$ cat src/rtl/stash_scan_table_nz_if.sv
// ---------------------------------------------------------------------------
// stash_scan_table_nz_if
//
// Bundles the scan request/response, the current-path qualifier, the
// writeback (DMA) ready/valid stream and the ResetDone status of the
// Path ORAM placement table.
//
// Modports:
//   slave  - the placement table (consumes scans / DMAStart, produces
//            results and the writeback stream)
//   master - the controller driving scans and consuming the stream
//
// Signals:
//   ResetDone                 table swept and idle
//   CurrentLeaf / Valid       leaf of the path being written back
//   InScanLeaf/SAddr/Valid    scan request
//   OutScanValid/Accepted/SAddr/Level  registered scan result
//   DMAStart                  pulse, starts the writeback drain
//   OutDMAAddr/Valid/Ready/Last        writeback stream
// ---------------------------------------------------------------------------
interface stash_scan_table_nz_if #(
    parameter int ORAML    = 16,
    parameter int SEAWidth = 8,
    parameter int LvlWidth = $clog2(ORAML + 1)
);
    logic                ResetDone;
    logic [ORAML-1:0]    CurrentLeaf;
    logic                CurrentLeafValid;
    logic [ORAML-1:0]    InScanLeaf;
    logic [SEAWidth-1:0] InScanSAddr;
    logic                InScanValid;
    logic                OutScanValid;
    logic                OutScanAccepted;
    logic [SEAWidth-1:0] OutScanSAddr;
    logic [LvlWidth-1:0] OutScanLevel;
    logic                DMAStart;
    logic [SEAWidth-1:0] OutDMAAddr;
    logic                OutDMAValid;
    logic                OutDMAReady;
    logic                OutDMALast;

    modport slave (
        input  CurrentLeaf, CurrentLeafValid,
        input  InScanLeaf, InScanSAddr, InScanValid,
        input  DMAStart, OutDMAReady,
        output ResetDone,
        output OutScanValid, OutScanAccepted, OutScanSAddr, OutScanLevel,
        output OutDMAAddr, OutDMAValid, OutDMALast
    );

    modport master (
        output CurrentLeaf, CurrentLeafValid,
        output InScanLeaf, InScanSAddr, InScanValid,
        output DMAStart, OutDMAReady,
        input  ResetDone,
        input  OutScanValid, OutScanAccepted, OutScanSAddr, OutScanLevel,
        input  OutDMAAddr, OutDMAValid, OutDMALast
    );
endinterface

$ cat src/rtl/stash_scan_table_nz.sv
// ---------------------------------------------------------------------------
// stash_scan_table_nz
//
// Path ORAM eviction placement table with a leaf bucket size (ZLeaf) that
// may differ from the interior bucket size (ORAMZ). Each scanned stash entry
// is placed in the deepest bucket on the current path that is both legal
// and not full, or rejected. A DMAStart drains the table, root bucket first,
// as a ready/valid stream of stash addresses (SNULL for empty slots).
//
// Ports:
//   Clock           rising-edge clock
//   Reset           synchronous active-high full reset (starts a sweep)
//   PerAccessReset  synchronous; clears counters, aborts a drain, sweeps
//   bus (slave)     scan / writeback / ResetDone signals, see the interface
//   OutRejectCount  [15:0] saturating count of rejected scan results,
//                   present only when STASH_SCAN_STATS_EN is defined
//
// Optional feature macro: STASH_SCAN_STATS_EN
// ---------------------------------------------------------------------------
module stash_scan_table_nz #(
    parameter int ORAML    = 16,
    parameter int ORAMZ    = 4,
    parameter int ZLeaf    = 4,
    parameter int SEAWidth = 8
) (
    input  logic Clock,
    input  logic Reset,
    input  logic PerAccessReset,
    stash_scan_table_nz_if.slave bus
`ifdef STASH_SCAN_STATS_EN
    ,
    output logic [15:0] OutRejectCount
`endif
);
    localparam int BlocksOnPath = ORAML * ORAMZ + ZLeaf;
    localparam int STAWidth     = (BlocksOnPath > 1) ? $clog2(BlocksOnPath) : 1;
    localparam int LvlWidth     = $clog2(ORAML + 1);
    localparam int IdxWidth     = $clog2(BlocksOnPath + 1);
    localparam logic [SEAWidth-1:0] SNULL    = {SEAWidth{1'b1}};
    localparam logic [STAWidth-1:0] LastSlot = STAWidth'(BlocksOnPath - 1);

    typedef enum logic [1:0] {
        ST_SWEEP,
        ST_SCAN,
        ST_DRAIN
    } state_t;

    state_t state_q, state_d;

    // Sweep and drain read pointers
    logic [STAWidth-1:0] sweep_idx_q, sweep_idx_d;
    logic [IdxWidth-1:0] rd_idx_q, rd_idx_d;
    // A read issued last cycle whose data is now in mem_rd_q
    logic                rd_pend_q, rd_pend_d;
    logic                rd_last_q, rd_last_d;

    // Two-entry skid buffer, entry 0 is the head
    logic [SEAWidth-1:0] fifo_data_q [2];
    logic [SEAWidth-1:0] fifo_data_d [2];
    logic [1:0]          fifo_last_q, fifo_last_d;
    logic [1:0]          fifo_cnt_q, fifo_cnt_d;
    logic [1:0]          occ_after_pop;
    logic                dma_valid, dma_pop, dma_push;

    // Registered scan result
    logic                out_scan_valid_q, out_scan_valid_d;
    logic                out_scan_accepted_q, out_scan_accepted_d;
    logic [SEAWidth-1:0] out_scan_saddr_q, out_scan_saddr_d;
    logic [LvlWidth-1:0] out_scan_level_q, out_scan_level_d;

    // Table RAM: one write port, one registered read port
    logic [SEAWidth-1:0] table_mem [BlocksOnPath];
    logic                mem_we, mem_re;
    logic [STAWidth-1:0] mem_waddr, mem_raddr;
    logic [SEAWidth-1:0] mem_wdata;
    logic [SEAWidth-1:0] mem_rd_q;

    // Placement
    logic [ORAML-1:0]    leaf_diff;
    logic [LvlWidth-1:0] legal_depth;
    logic                place_found;
    logic [LvlWidth-1:0] place_lvl;
    logic [STAWidth-1:0] place_slot;
    logic                scan_fire, place_en;
    logic [ORAML:0]      lvl_free;
    logic [STAWidth-1:0] lvl_slot [ORAML+1];

    // -----------------------------------------------------------------------
    // Per-level occupancy counters; each is just wide enough for its bucket
    // -----------------------------------------------------------------------
    genvar gi;
    generate
        for (gi = 0; gi <= ORAML; gi++) begin : g_lvl
            localparam int Cap = (gi == ORAML) ? ZLeaf : ORAMZ;
            localparam int CW  = $clog2(Cap + 1);

            logic [CW-1:0] cnt_q, cnt_d;

            always_comb begin
                cnt_d = cnt_q;
                if (PerAccessReset) begin
                    cnt_d = '0;
                end else if (place_en && (place_lvl == LvlWidth'(gi))) begin
                    cnt_d = cnt_q + 1'b1;
                end
            end

            always_ff @(posedge Clock) begin
                if (Reset) begin
                    cnt_q <= '0;
                end else begin
                    cnt_q <= cnt_d;
                end
            end

            assign lvl_free[gi] = (cnt_q < CW'(Cap));
            // Next free slot of this bucket; buckets are laid out ORAMZ apart
            assign lvl_slot[gi] = STAWidth'(gi * ORAMZ) + STAWidth'(cnt_q);
        end
    endgenerate

    // -----------------------------------------------------------------------
    // Placement: deepest non-full level not below the divergence point
    // -----------------------------------------------------------------------
    always_comb begin
        leaf_diff   = bus.CurrentLeaf ^ bus.InScanLeaf;
        // Trailing-zero count; equal leaves share the whole path
        legal_depth = LvlWidth'(ORAML);
        for (int i = ORAML - 1; i >= 0; i--) begin
            if (leaf_diff[i]) begin
                legal_depth = LvlWidth'(i);
            end
        end

        place_found = 1'b0;
        place_lvl   = '0;
        place_slot  = '0;
        // Ascending scan so the last hit is the deepest candidate
        for (int l = 0; l <= ORAML; l++) begin
            if ((LvlWidth'(l) <= legal_depth) && lvl_free[l]) begin
                place_found = 1'b1;
                place_lvl   = LvlWidth'(l);
                place_slot  = lvl_slot[l];
            end
        end

        scan_fire = (state_q == ST_SCAN) && bus.InScanValid && !PerAccessReset;
        place_en  = scan_fire && place_found && bus.CurrentLeafValid;
    end

    always_comb begin
        out_scan_valid_d    = scan_fire;
        out_scan_accepted_d = place_en;
        out_scan_saddr_d    = out_scan_saddr_q;
        out_scan_level_d    = out_scan_level_q;
        if (scan_fire) begin
            out_scan_saddr_d = bus.InScanSAddr;
            out_scan_level_d = place_en ? place_lvl : '0;
        end
    end

    // -----------------------------------------------------------------------
    // Control FSM, RAM port muxing and skid buffer
    // -----------------------------------------------------------------------
    always_comb begin
        state_d       = state_q;
        sweep_idx_d   = sweep_idx_q;
        rd_idx_d      = rd_idx_q;
        rd_pend_d     = 1'b0;
        rd_last_d     = 1'b0;
        fifo_data_d   = fifo_data_q;
        fifo_last_d   = fifo_last_q;
        mem_we        = 1'b0;
        mem_waddr     = sweep_idx_q;
        mem_wdata     = SNULL;
        mem_re        = 1'b0;
        mem_raddr     = '0;

        dma_pop       = dma_valid && bus.OutDMAReady;
        dma_push      = rd_pend_q;
        occ_after_pop = fifo_cnt_q - {1'b0, dma_pop};

        if (dma_pop) begin
            fifo_data_d[0] = fifo_data_q[1];
            fifo_last_d[0] = fifo_last_q[1];
        end
        if (dma_push) begin
            if (occ_after_pop == 2'd0) begin
                fifo_data_d[0] = mem_rd_q;
                fifo_last_d[0] = rd_last_q;
            end else begin
                fifo_data_d[1] = mem_rd_q;
                fifo_last_d[1] = rd_last_q;
            end
        end
        fifo_cnt_d = occ_after_pop + {1'b0, dma_push};

        case (state_q)
            ST_SWEEP: begin
                mem_we = 1'b1;
                if (sweep_idx_q == LastSlot) begin
                    state_d     = ST_SCAN;
                    sweep_idx_d = '0;
                end else begin
                    sweep_idx_d = sweep_idx_q + 1'b1;
                end
            end
            ST_SCAN: begin
                if (place_en) begin
                    mem_we    = 1'b1;
                    mem_waddr = place_slot;
                    mem_wdata = bus.InScanSAddr;
                end
                // Slot 0 is read on the start edge so the first word is
                // presented two cycles after DMAStart
                if (bus.DMAStart) begin
                    state_d   = ST_DRAIN;
                    mem_re    = 1'b1;
                    mem_raddr = '0;
                    rd_pend_d = 1'b1;
                    rd_last_d = (BlocksOnPath == 1);
                    rd_idx_d  = IdxWidth'(1);
                end
            end
            ST_DRAIN: begin
                // Read ahead only if the word can land in the skid buffer
                if ((rd_idx_q < IdxWidth'(BlocksOnPath)) && (fifo_cnt_d <= 2'd1)) begin
                    mem_re    = 1'b1;
                    mem_raddr = rd_idx_q[STAWidth-1:0];
                    rd_pend_d = 1'b1;
                    rd_last_d = (rd_idx_q[STAWidth-1:0] == LastSlot);
                    rd_idx_d  = rd_idx_q + 1'b1;
                end
                if (dma_pop && fifo_last_q[0]) begin
                    state_d    = ST_SCAN;
                    fifo_cnt_d = '0;
                    rd_pend_d  = 1'b0;
                    rd_idx_d   = '0;
                end
            end
            default: begin
                state_d = ST_SWEEP;
            end
        endcase

        if (PerAccessReset) begin
            state_d     = ST_SWEEP;
            sweep_idx_d = '0;
            rd_idx_d    = '0;
            rd_pend_d   = 1'b0;
            rd_last_d   = 1'b0;
            fifo_cnt_d  = '0;
        end
    end

    always_ff @(posedge Clock) begin
        if (Reset) begin
            state_q             <= ST_SWEEP;
            sweep_idx_q         <= '0;
            rd_idx_q            <= '0;
            rd_pend_q           <= 1'b0;
            rd_last_q           <= 1'b0;
            fifo_data_q[0]      <= SNULL;
            fifo_data_q[1]      <= SNULL;
            fifo_last_q         <= '0;
            fifo_cnt_q          <= '0;
            out_scan_valid_q    <= 1'b0;
            out_scan_accepted_q <= 1'b0;
            out_scan_saddr_q    <= '0;
            out_scan_level_q    <= '0;
        end else begin
            state_q             <= state_d;
            sweep_idx_q         <= sweep_idx_d;
            rd_idx_q            <= rd_idx_d;
            rd_pend_q           <= rd_pend_d;
            rd_last_q           <= rd_last_d;
            fifo_data_q         <= fifo_data_d;
            fifo_last_q         <= fifo_last_d;
            fifo_cnt_q          <= fifo_cnt_d;
            out_scan_valid_q    <= out_scan_valid_d;
            out_scan_accepted_q <= out_scan_accepted_d;
            out_scan_saddr_q    <= out_scan_saddr_d;
            out_scan_level_q    <= out_scan_level_d;
        end
    end

    always_ff @(posedge Clock) begin
        if (mem_we) begin
            table_mem[mem_waddr] <= mem_wdata;
        end
        if (mem_re) begin
            mem_rd_q <= table_mem[mem_raddr];
        end
    end

    assign dma_valid           = (state_q == ST_DRAIN) && (fifo_cnt_q != 2'd0);
    assign bus.OutDMAValid     = dma_valid;
    assign bus.OutDMAAddr      = dma_valid ? fifo_data_q[0] : SNULL;
    assign bus.OutDMALast      = dma_valid && fifo_last_q[0];
    assign bus.ResetDone       = (state_q == ST_SCAN);
    assign bus.OutScanValid    = out_scan_valid_q;
    assign bus.OutScanAccepted = out_scan_accepted_q;
    assign bus.OutScanSAddr    = out_scan_saddr_q;
    assign bus.OutScanLevel    = out_scan_level_q;

`ifdef STASH_SCAN_STATS_EN
    logic [15:0] reject_cnt_q, reject_cnt_d;

    always_comb begin
        reject_cnt_d = reject_cnt_q;
        if (out_scan_valid_q && !out_scan_accepted_q && (reject_cnt_q != 16'hFFFF)) begin
            reject_cnt_d = reject_cnt_q + 16'd1;
        end
        if (PerAccessReset) begin
            reject_cnt_d = '0;
        end
    end

    always_ff @(posedge Clock) begin
        if (Reset) begin
            reject_cnt_q <= '0;
        end else begin
            reject_cnt_q <= reject_cnt_d;
        end
    end

    assign OutRejectCount = reject_cnt_q;
`endif
endmodule

$ cat src/flat_wrapper.sv
// flat-port wrapper written by rule: the top's interface ports become plain ports
module stash_scan_table_nz_flat 
#(
    parameter int ORAML    = 16,
    parameter int ORAMZ    = 4,
    parameter int ZLeaf    = 4,
    parameter int SEAWidth = 8
)
  (Clock, Reset, PerAccessReset, bus_CurrentLeaf, bus_CurrentLeafValid, bus_InScanLeaf, bus_InScanSAddr, bus_InScanValid, bus_DMAStart, bus_OutDMAReady, bus_ResetDone, bus_OutScanValid, bus_OutScanAccepted, bus_OutScanSAddr, bus_OutScanLevel, bus_OutDMAAddr, bus_OutDMAValid, bus_OutDMALast);
  stash_scan_table_nz_if #(.ORAML(ORAML), .SEAWidth(SEAWidth)) bus_i ();
  input  logic Clock;
  input  logic Reset;
  input  logic PerAccessReset;
  input wire logic [$bits(bus_i.CurrentLeaf)-1:0] bus_CurrentLeaf;
  input wire logic [$bits(bus_i.CurrentLeafValid)-1:0] bus_CurrentLeafValid;
  input wire logic [$bits(bus_i.InScanLeaf)-1:0] bus_InScanLeaf;
  input wire logic [$bits(bus_i.InScanSAddr)-1:0] bus_InScanSAddr;
  input wire logic [$bits(bus_i.InScanValid)-1:0] bus_InScanValid;
  input wire logic [$bits(bus_i.DMAStart)-1:0] bus_DMAStart;
  input wire logic [$bits(bus_i.OutDMAReady)-1:0] bus_OutDMAReady;
  output wire logic [$bits(bus_i.ResetDone)-1:0] bus_ResetDone;
  output wire logic [$bits(bus_i.OutScanValid)-1:0] bus_OutScanValid;
  output wire logic [$bits(bus_i.OutScanAccepted)-1:0] bus_OutScanAccepted;
  output wire logic [$bits(bus_i.OutScanSAddr)-1:0] bus_OutScanSAddr;
  output wire logic [$bits(bus_i.OutScanLevel)-1:0] bus_OutScanLevel;
  output wire logic [$bits(bus_i.OutDMAAddr)-1:0] bus_OutDMAAddr;
  output wire logic [$bits(bus_i.OutDMAValid)-1:0] bus_OutDMAValid;
  output wire logic [$bits(bus_i.OutDMALast)-1:0] bus_OutDMALast;
  assign bus_i.CurrentLeaf = bus_CurrentLeaf;
  assign bus_i.CurrentLeafValid = bus_CurrentLeafValid;
  assign bus_i.InScanLeaf = bus_InScanLeaf;
  assign bus_i.InScanSAddr = bus_InScanSAddr;
  assign bus_i.InScanValid = bus_InScanValid;
  assign bus_i.DMAStart = bus_DMAStart;
  assign bus_i.OutDMAReady = bus_OutDMAReady;
  assign bus_ResetDone = bus_i.ResetDone;
  assign bus_OutScanValid = bus_i.OutScanValid;
  assign bus_OutScanAccepted = bus_i.OutScanAccepted;
  assign bus_OutScanSAddr = bus_i.OutScanSAddr;
  assign bus_OutScanLevel = bus_i.OutScanLevel;
  assign bus_OutDMAAddr = bus_i.OutDMAAddr;
  assign bus_OutDMAValid = bus_i.OutDMAValid;
  assign bus_OutDMALast = bus_i.OutDMALast;
  stash_scan_table_nz #(.ORAML(ORAML), .ORAMZ(ORAMZ), .ZLeaf(ZLeaf), .SEAWidth(SEAWidth)) u_core (.Clock(Clock), .Reset(Reset), .PerAccessReset(PerAccessReset), .bus(bus_i));
endmodule
$ cat config.mk
export PLATFORM = sky130hd
export DESIGN_NAME = stash_scan_table_nz_flat
export DESIGN_NICKNAME = d
export VERILOG_FILES = /design/src/rtl/stash_scan_table_nz_if.sv /design/src/rtl/stash_scan_table_nz.sv /design/src/flat_wrapper.sv
export SDC_FILE = /design/constraint.sdc
export NUM_CORES = 1
export LEC_CHECK = 0
export BUFFER_PORTS_ARGS = -buffer_cell sky130_fd_sc_hd__buf_2
export CAP_MARGIN = 15
export CORE_ASPECT_RATIO = 0.5
export CORE_MARGIN = 5
export CORE_UTILIZATION = 60
export DETAILED_ROUTE_END_ITERATION = 16
export GPL_ROUTABILITY_DRIVEN = 0
export PLACE_DENSITY = 0.84
export SYNTH_ARGS = -nofsm -noshare
export SYNTH_HDL_FRONTEND = slang
export SYNTH_SLANG_ARGS = --single-unit
$ cat constraint.sdc
create_clock -name Clock -period 15.21 [get_ports Clock]
set_clock_uncertainty 0.1 [all_clocks]
set_input_delay 4.563 -clock Clock [delete_from_list [all_inputs] [get_ports Clock]]
set_output_delay 4.563 -clock Clock [all_outputs]
set_load 0.01 [all_outputs]
# Yosys cells after proc, flatten, opt, wreduce, memory -nomap -nowiden
# Memories as Yosys holds them, arrays and structs flattened. A register that Yosys moved wholly into a read port is not among the register bits.
# Cells that the tools add are included.
# Widths: inputs -> output; s select.
dict set report word_totals {
  ram_bits 544
  out_inout_bits 26
  regBits 104
  n_memories 1
  input_bits 47
}
dict set report op_classes {
  n_reduce_logical 54
  mux 101
  bitwise_logic 4
  addsub 37
  n_lt_le_gt_ge 36
  eq_ne 24
}
# name words word_bits read_ports rd_clocked_by_memory_dff write_ports line
set memory_table {}
lappend memory_table {u_core.table_mem 68 8 1 1 1 stash_scan_table_nz.sv:72} ;# logic [SEAWidth-1:0] table_mem [BlocksOnPath];
# op count
set op_table {}
lappend op_table {{$mux 7} 24}
lappend op_table {{$mux 5} 18}
lappend op_table {{$add 6x3->7 const A} 8}
lappend op_table {{$add 3x1->3 const B} 17}
lappend op_table {{$lt 3x3->1 const B} 17}
lappend op_table {{$mux 8} 6}
lappend op_table {{$logic_and 1x1->1} 43}
lappend op_table {{$eq 5x4->1 const B} 8}
lappend op_table {{$le 4x5->1 const A} 8}
lappend op_table {{$mux 4} 8}
lappend op_table {{$mux 1} 27}
lappend op_table {{$add 5x3->6 const A} 4}
lappend op_table {{$eq 5x3->1 const B} 4}
lappend op_table {{$le 3x5->1 const A} 4}
lappend op_table {{$mux 16} 1}
lappend op_table {{$xor 16x16->16} 1}
lappend op_table {{$mux 3} 5}
lappend op_table {{$add 7x1->7 const B} 2}
lappend op_table {{$eq 7x7->1 const B} 2}
lappend op_table {{$mux 2} 7}
lappend op_table {{$pmux 7 s2} 1}
lappend op_table {{$add 4x3->5 const A} 2}
lappend op_table {{$eq 5x2->1 const B} 2}
lappend op_table {{$le 1x5->1 const A} 2}
lappend op_table {{other kinds (26)} 35}

# Depth between registers and ports, before layout
# Gate-level depths: netlist of the first run.
dict set report logic_depth {
  ltp_word 42
  mapped_depth 22
  mapped_depth_nobuf 18
}

# Worst setup path after synthesis of the first run
# No wires, ideal clock.
dict set report synth_timing {
  kind {in2reg}
  from {in bus_InScanLeaf[13]}
  to {mem u_core.table_mem[64][0] (enable)}
  arrival_time_ps 7788
  path_slack_ps 6939
  required_ps 14727
  setup_ps 383
  n_path_buf 3
  stages 13
  cell_sequence {xnor2_1 > o211a_1 > o311ai_2 > o2111ai_1 > nand2_1 > or3_1 > buf_2 > o31ai_4 > nor2_1 > a221o_1 > buf_2 > buf_2 > nor3_1}
}
dict set report synth_between {
  elab_chain_len 40
  elab_cells_between_ends 91
}
# item line
set synth_lines {}
lappend synth_lines {{start: declaration} flat_wrapper.sv:16} ;# input wire logic [$bits(bus_i.InScanLeaf)-1:0] bus_InScanLeaf;
lappend synth_lines {{$xor 16x16->16 *} stash_scan_table_nz.sv:126} ;# leaf_diff = bus.CurrentLeaf ^ bus.InScanLeaf;
lappend synth_lines {{$mux 5 * (14 in a row)} stash_scan_table_nz.sv:130} ;# if (leaf_diff[i]) begin
lappend synth_lines {{$le 1x5->1} stash_scan_table_nz.sv:140} ;# if ((LvlWidth'(l) <= legal_depth) && lvl_free[l]) begin
lappend synth_lines {{$logic_and 1x1->1} stash_scan_table_nz.sv:140}
lappend synth_lines {{$mux 1 (17 in a row)} stash_scan_table_nz.sv:140}
lappend synth_lines {{$logic_and 1x1->1 (2 in a row)} stash_scan_table_nz.sv:148} ;# place_en = scan_fire && place_found && bus.CurrentLeafValid;
lappend synth_lines {{$mux 1} stash_scan_table_nz.sv:209} ;# if (place_en) begin
lappend synth_lines {{$pmux 1 s2} stash_scan_table_nz.sv:198} ;# case (state_q)
lappend synth_lines {{$mux 1} stash_scan_table_nz.sv:288} ;# if (mem_we) begin
lappend synth_lines {{$mux 1 (implied by the code)} stash_scan_table_nz.sv:289} ;# table_mem[mem_waddr] <= mem_wdata;
lappend synth_lines {{end: declaration} stash_scan_table_nz.sv:72}
# Every way passes the cells marked *; elsewhere a longest branch is shown, timed or not.

# Worst setup path after layout of the first run
dict set report layout_timing {
  from {in bus_InScanLeaf[1]}
  to {mem u_core.table_mem[3][7] (enable)}
}
dict set report layout_between {
  elab_chain_len 28
  elab_cells_between_ends 79
}
# item line
set layout_lines {}
lappend layout_lines {{$xor 16x16->16 *} stash_scan_table_nz.sv:126}
lappend layout_lines {{$mux 5 * (2 in a row)} stash_scan_table_nz.sv:130}
lappend layout_lines {{$le 1x5->1} stash_scan_table_nz.sv:140}
lappend layout_lines {{$logic_and 1x1->1} stash_scan_table_nz.sv:140}
lappend layout_lines {{$mux 1 (17 in a row)} stash_scan_table_nz.sv:140}
lappend layout_lines {{$logic_and 1x1->1 (2 in a row)} stash_scan_table_nz.sv:148}
lappend layout_lines {{$mux 1} stash_scan_table_nz.sv:209}
lappend layout_lines {{$pmux 1 s2} stash_scan_table_nz.sv:198}
lappend layout_lines {{$mux 1} stash_scan_table_nz.sv:288}
lappend layout_lines {{$mux 1 (implied by the code)} stash_scan_table_nz.sv:289}
# Marks and branches as above.

==> qor.csv, run 1 <==
metric;value;unit
cts_hold_buf;0;
stdcell_count;3199;
rsz0062_at_grt;false;
cts_buffers;54;
r2r_start;u_core.state_q[0];
synth_area_leaders;edfxtp_1 (57%), dfxtp_1 (7.2%), nand2_1 (5.2%), nand3_1 (3.8%), nor2_1 (2.6%);
grt_max_degree;197;
placed_cells;3083;
grt_pass1_wl;113000;microns
antenna_found_initial;0;
status;complete, no violations;
clock_latency;600;ps
synthesis.nets;2595;
finalMaxSlewViolations;0;
rrSetupSlack;8990;ps
maxCapViolations;0;
root_buffer;clkbuf_16;
slew_headroom;16.1;%
ys.flop_type;edfxtp_1;
hold_violations;0;
crit_type;primary input to flip-flop;
leakage;11.2;nW
area_delta_synth_final;9.21;%
met3_length;9290;microns
rr_worst_depth;18;
setup_viol;0;
power_density;109;nW/um^2
io_pins;73;
fp.dieH;165;microns
synth_edf_count;552;
die_w;321;microns
dr.first_iter.drc_count;3347;
std_cell_rows;56;
maxUsedRoutingLayer;met4;
max_freq;0.105;GHz
synth_top_cell_area_share;57.3;%
ir_worst_vdd;0.0000947;V
cp-end-kind;flip-flop;
cts_max_path_buffers;3;
core;47300;sq um
cp_max_fo;19;
start_util;61.2;%
final_common_cell;edfxtp_1;
track_usage;27.2;%
syn-cell-area;28900;sq um
dieArea;53000;sq um
num_antenna_cells;0;
drt-pass1-iter-count;5;
grt_pass1_vias;19900;
synth_top_area_cell;edfxtp_1;
fillers;3170;
drt-total-wl;74200;microns
multi_input_area;9630;sq um
cts_tree;yes;
layout-drive-gt1-share;9.61;%
nNetsFinal;2592;
arrival;9610;ps
start_kind;primary input;
yosysUniqueCellTypes;88;
hpwl;43900;microns
cp-startpoint;bus_InScanLeaf[1];
drc;0;
post_cts_buffers;0;
mostFrequentLayoutCells;edfxtp_1 (552), nand2_1 (397), nand3_1 (217);
fin_hold_ws;351;ps
setup-tns-final;0;ps
yosys_warnings;0;
r2r_end;u_core.mem_rd_q[6];
portBuffers;72;
postRouteAntennaNets;0;
async_reset_ff_share;0;%
post_cts_resized;0;
dr_total_vias;21300;
synthCells;2523;
numClockSinks;656;
seqCellArea;18700;sq um
overflow;0;
worst_pin_slew;1250;ps
cts_max_level;2;
hold_class;flip-flop to flip-flop;
synth-seq-cells;656;
syn_avg_cell_area;11.5;sq um
ys_seq_area_share;64.5;%
met2_length;34000;microns
min_period_over_period;62.5;%
endpoint;u_core.table_mem[3][7];
timing.final.crit_period;9510;ps
required;15310;ps
clk_pin_slew;60;ps
wl_met1;28000;microns
drt-wirelength-per-cell;23.2;microns
via_per_inst;6.66;
-- area by class of cell --
cell class,instances,area share (%)
repair buffers,115,2.20
well taps,638,2.53
clock buffers,71,4.51
clock inverters,26,1.06
inverters,18,0.214
multi-input cells,1675,30.5
flip-flops and latches,656,59.0
-- worst min path at each step --
| stage | start | to | cells past startpoint |
|---|---|---|---|
| after global placement | u_core.bus.OutScanSAddr[0] | u_core.bus.OutScanSAddr[0] | 2 |
| after floorplan | u_core.g_lvl[16].cnt_q[2] | u_core.g_lvl[16].cnt_q[2] | 2 |
| after CTS | u_core.bus.OutScanSAddr[0] | u_core.bus.OutScanSAddr[0] | 2 |
| after global routing | u_core.bus.OutScanSAddr[0] | u_core.bus.OutScanSAddr[0] | 2 |
| final | u_core.bus.OutScanSAddr[1] | u_core.bus.OutScanSAddr[1] | 2 |
| after detailed placement | u_core.bus.OutScanSAddr[0] | u_core.bus.OutScanSAddr[0] | 2 |
-- per-layer routing --
metal / global-route usage, % / vias up
li1: - / 9369
met1: 37.5 / 10100
met3: 5.92 / 256
met2: 43.5 / 1611
met5: 0 / -
met4: 9.50 / 0
-- cell usage after synthesis (3+ instances only) --
cell type  count
nor4_2         4
buf_1         21
xnor2_1       27
ha_1          25
o2111ai_1     19
buf_2         17
inv_1         18
dfxtp_1      104
nor3_1        91
o21ai_1        3
a221o_1        9
or3_1         12
mux2i_1       31
clkbuf_1     135
xor2_1        24
edfxtp_1     552
nor4_1         4
a21oi_1      101
or2_2          8
a31oi_1       32
nand4_1       13
nor2b_1       13
o211ai_1      54
a211oi_1      38
a311oi_1       3
o221ai_1      29
nand2_1      402
and3_1        23
nor2_1       203
o21ai_0       53
nand3_1      217
o311ai_0      24
o31ai_1        4
and2_1         8
nor3b_1       25
o21a_1         6
o22ai_1       16
a211o_1       18
a21o_1         4
nand2b_1      70
-- worst max-delay path: stages --
cell,delay (ps)
buf_2,120
xnor2_1,300
nand4_1,490
nor2_1,570
a221oi_1,190
o21bai_1,180
a41o_1,200
and3_1,820
a2bb2oi_2,680
o211ai_1,450
nor3_1,1020
-- metrics by stage --
stage	utilization (%)	total power, mW	cell area [sq um]	setup WS [ps]
floorplan	-	2.02	28900	6940
global placement	62.8	2.04	29700	5530
detailed placement	62.8	2.04	29700	5340
CTS	66.5	3.42	31500	5950
global route	66.8	3.52	31600	5390
finish	66.8	3.43	31600	5700
-- power by group --
| part | internal (mW) | total, mW | leakage (nW) | switching [mW] |
|---|---|---|---|---|
| logic | 0.0259 | 0.0848 | 3.81 | 0.0589 |
| clock network | 0.782 | 1.43 | 0.837 | 0.646 |
| registers | 1.92 | 1.92 | 6.55 | 0.000528 |
| total | 2.73 | 3.43 | 11.2 | 0.705 |
-- logic make-up (layout without fill, tap and decap cells) --
group / count (synthesis) / after routing / share of synthesized area, %
AND/OR/NAND/NOR: 1110 / 1110 / 17.9
flip-flops: 656 / 656 / 64.5
AO/OA/AOI/OAI: 455 / 455 / 11.2
buffers and inverters: 192 / 230 / 2.58
XOR/XNOR: 53 / 53 / 1.68
multiplexers: 32 / 32 / 1.11
adder cells (fa/ha/maj): 25 / 25 / 1.08
-- flip-flops by register name (all words and copies together), names as in the netlist --
name                        flops
u_core.bus.OutScanAccepted      1
u_core.bus.OutScanLevel         5
u_core.bus.OutScanSAddr         8
u_core.bus.OutScanValid         1
u_core.dma_push                 1
u_core.fifo_cnt_q               2
u_core.fifo_data_q             16
u_core.fifo_last_q              2
u_core.g_lvl.cnt_q             51
u_core.mem_rd_q                 8
u_core.rd_idx_q                 7
u_core.rd_last_q                1
u_core.state_q                  2
u_core.sweep_idx_q              7
u_core.table_mem              544
Power figures use the tool's default switching activity.
==> inputs of run 2 (changes only) <==
--- a/config.mk
+++ b/config.mk
@@ -9,10 +9,10 @@
 export CAP_MARGIN = 15
 export CORE_ASPECT_RATIO = 0.5
 export CORE_MARGIN = 5
-export CORE_UTILIZATION = 60
+export CORE_UTILIZATION = 56
 export DETAILED_ROUTE_END_ITERATION = 16
 export GPL_ROUTABILITY_DRIVEN = 0
-export PLACE_DENSITY = 0.84
+export PLACE_DENSITY = 0.82
 export SYNTH_ARGS = -nofsm -noshare
 export SYNTH_HDL_FRONTEND = slang
 export SYNTH_SLANG_ARGS = --single-unit
==> constraint.sdc (replaced) <==
create_clock -name Clock -period 7.9 [get_ports Clock]
set_clock_uncertainty 0.1 [all_clocks]
set_input_delay 2.37 -clock Clock [delete_from_list [all_inputs] [get_ports Clock]]
set_output_delay 2.37 -clock Clock [all_outputs]
set_load 0.01 [all_outputs]
==> run 2 against run 1 <==
Critical path depth stayed put. Register-to-register slack worse by 7200 ps. Hold slack better by 5.3 ps. Worst setup slack worse by 4900 ps. Non-clock buffer count is 51 higher. Utilization is 3.3 points lower. Largest power group unchanged.
==> qor.csv, run 2 (synthesized netlist as in run 1, its figures left out) <==
metric;value;unit
timing.final.crit_period;7090;ps
antenna_found_initial;0;
postRouteAntennaNets;0;
setup-tns-final;0;ps
grt_pass1_vias;20300;
cts_buffers;55;
cp-end-kind;flip-flop;
hpwl;45900;microns
cts_max_level;2;
power_density;208;nW/um^2
clock_latency;600;ps
clk_pin_slew;70;ps
start_util;57.1;%
cts_hold_buf;0;
nNetsFinal;2644;
finalMaxSlewViolations;0;
io_pins;73;
post_cts_buffers;0;
rsz0062_at_grt;false;
start_kind;primary input;
die_w;332;microns
leakage;11.5;nW
cp_max_fo;13;
rr_worst_depth;18;
via_per_inst;6.47;
hold-path-endpoint;u_core.bus.OutScanSAddr[6];
drt-total-wl;74500;microns
maxCapViolations;0;
fillers;3702;
ir_worst_vdd;0.000146;V
layout-drive-gt1-share;11.5;%
hold_start;u_core.bus.OutScanSAddr[6];
hold_class;flip-flop to flip-flop;
drt-wirelength-per-cell;22.5;microns
drt-pass1-iter-count;7;
num_antenna_cells;0;
required;8020;ps
r2r_start;u_core.state_q[0];
post-route-util;63.6;%
std_cell_rows;58;
largest_reg_flops;544;
post_cts_resized;0;
mostFrequentLayoutCells;edfxtp_1 (552), nand2_1 (397), nand3_1 (217);
core;50700;sq um
hold_path_depth;2;
fp.dieH;171;microns
crit_path_max_incr_delay;1070;ps
final_common_cell;edfxtp_1;
stdcell_count;3309;
grt_max_degree;106;
overflow;0;
max_freq;0.141;GHz
arrival;7200;ps
seqCellArea;18700;sq um
placed_cells;3197;
slew_headroom;17.7;%
dr.first_iter.drc_count;3353;
crit_path_frequent_cell;or3_1;
reg_top3;u_core.table_mem (544), u_core.g_lvl.cnt_q (51), u_core.fifo_data_q (16);
portBuffers;72;
min_period_over_period;89.7;%
cts_tree;yes;
regMostFlops;u_core.table_mem;
dr_total_vias;21400;
grt_pass1_wl;115000;microns
multi_input_area;9630;sq um
root_buffer;clkbuf_16;
status;complete, no violations;
r2r_end;u_core.mem_rd_q[0];
cts_max_path_buffers;3;
drc;0;
rrSetupSlack;1750;ps
cp_slowest_cell;o32ai_1;
crit_type;primary input to flip-flop;
area_delta_synth_final;11.3;%
setup_viol;0;
numClockSinks;656;
hold_violations;0;
crit_chain;buf_2 -> xnor2_1 -> nand4_1 -> or3_1 -> a2bb2oi_2 -> nand2_1 -> or3_1 -> o21ai_0 -> o32ai_1 -> nand3_1 -> nor3_1;
worst_pin_slew;1230;ps
dieArea;56600;sq um
track_usage;25.7;%
==> run 2: cell types whose count changed in the layout (fill, tap and decap cells not counted), moves of 3 or more <==
cell	previous run	this run
clkinv_1	4	12
buf_2	80	76
clkbuf_4	9	5
clkbuf_1	16	13
buf_4	24	82
clkinvlp_4	6	2
clkbuf_16	54	57
==> run 2: power by group <==
group          internal (mW)  leakage [nW]  switching, mW
Sequential              3.70          6.55        0.00104
Clock                   1.61         0.907           1.24
Combinational         0.0539          4.08          0.109
==> run 2: how the worst max path moves through the flow <==
| stage | startpoint | endpoint | slack [ps] | cells after the start |
|---|---|---|---|---|
| after floorplan | bus_InScanLeaf[13] | u_core.table_mem[64][0] | 1820 | 13 |
| after global placement | bus_InScanLeaf[9] | u_core.table_mem[43][7] | 490 | 11 |
| after detailed placement | bus_InScanLeaf[9] | u_core.table_mem[15][4] | 340 | 11 |
| after CTS | bus_InScanLeaf[9] | u_core.table_mem[15][1] | 920 | 11 |
| after global routing | bus_InScanLeaf[9] | u_core.table_mem[9][0] | 560 | 11 |
| final | bus_InScanLeaf[9] | u_core.table_mem[11][7] | 810 | 11 |
==> run 2: routing by layer <==
metal  track usage, %  wire length (microns)
met5                0                      0
met4             8.58                   2810
met2             41.3                  33800
met1             35.2                  28300
met3             5.85                   9550
==> run 2: final cells by class <==
| type | count | area share (%) |
|---|---|---|
| clock buffers | 72 | 4.67 |
| clock inverters | 32 | 1.18 |
| inverters | 18 | 0.210 |
| multi-input cells | 1675 | 29.9 |
| flip-flops and latches | 656 | 57.9 |
| well taps | 690 | 2.68 |
| repair buffers | 166 | 3.40 |
==> run 2: critical path, delay by kind of cell <==
family	cells	cell delay [ps]
AO/OA/AOI/OAI	3	1490
XOR/XNOR	1	430
buffers and inverters	1	110
AND/OR/NAND/NOR	6	2790
==> run 2: metrics by stage <==
step                setup WS (ps)  instance area (sq um)  power, mW  hold slack (ps)
finish                        815                  32200       6.71              357
global route                  563                  32200       6.89              369
CTS                           916                  32100       6.71              355
detailed placement            337                  30300       3.93              346
global placement              487                  30300       3.93              340
floorplan                    1820                  28900       3.88              329
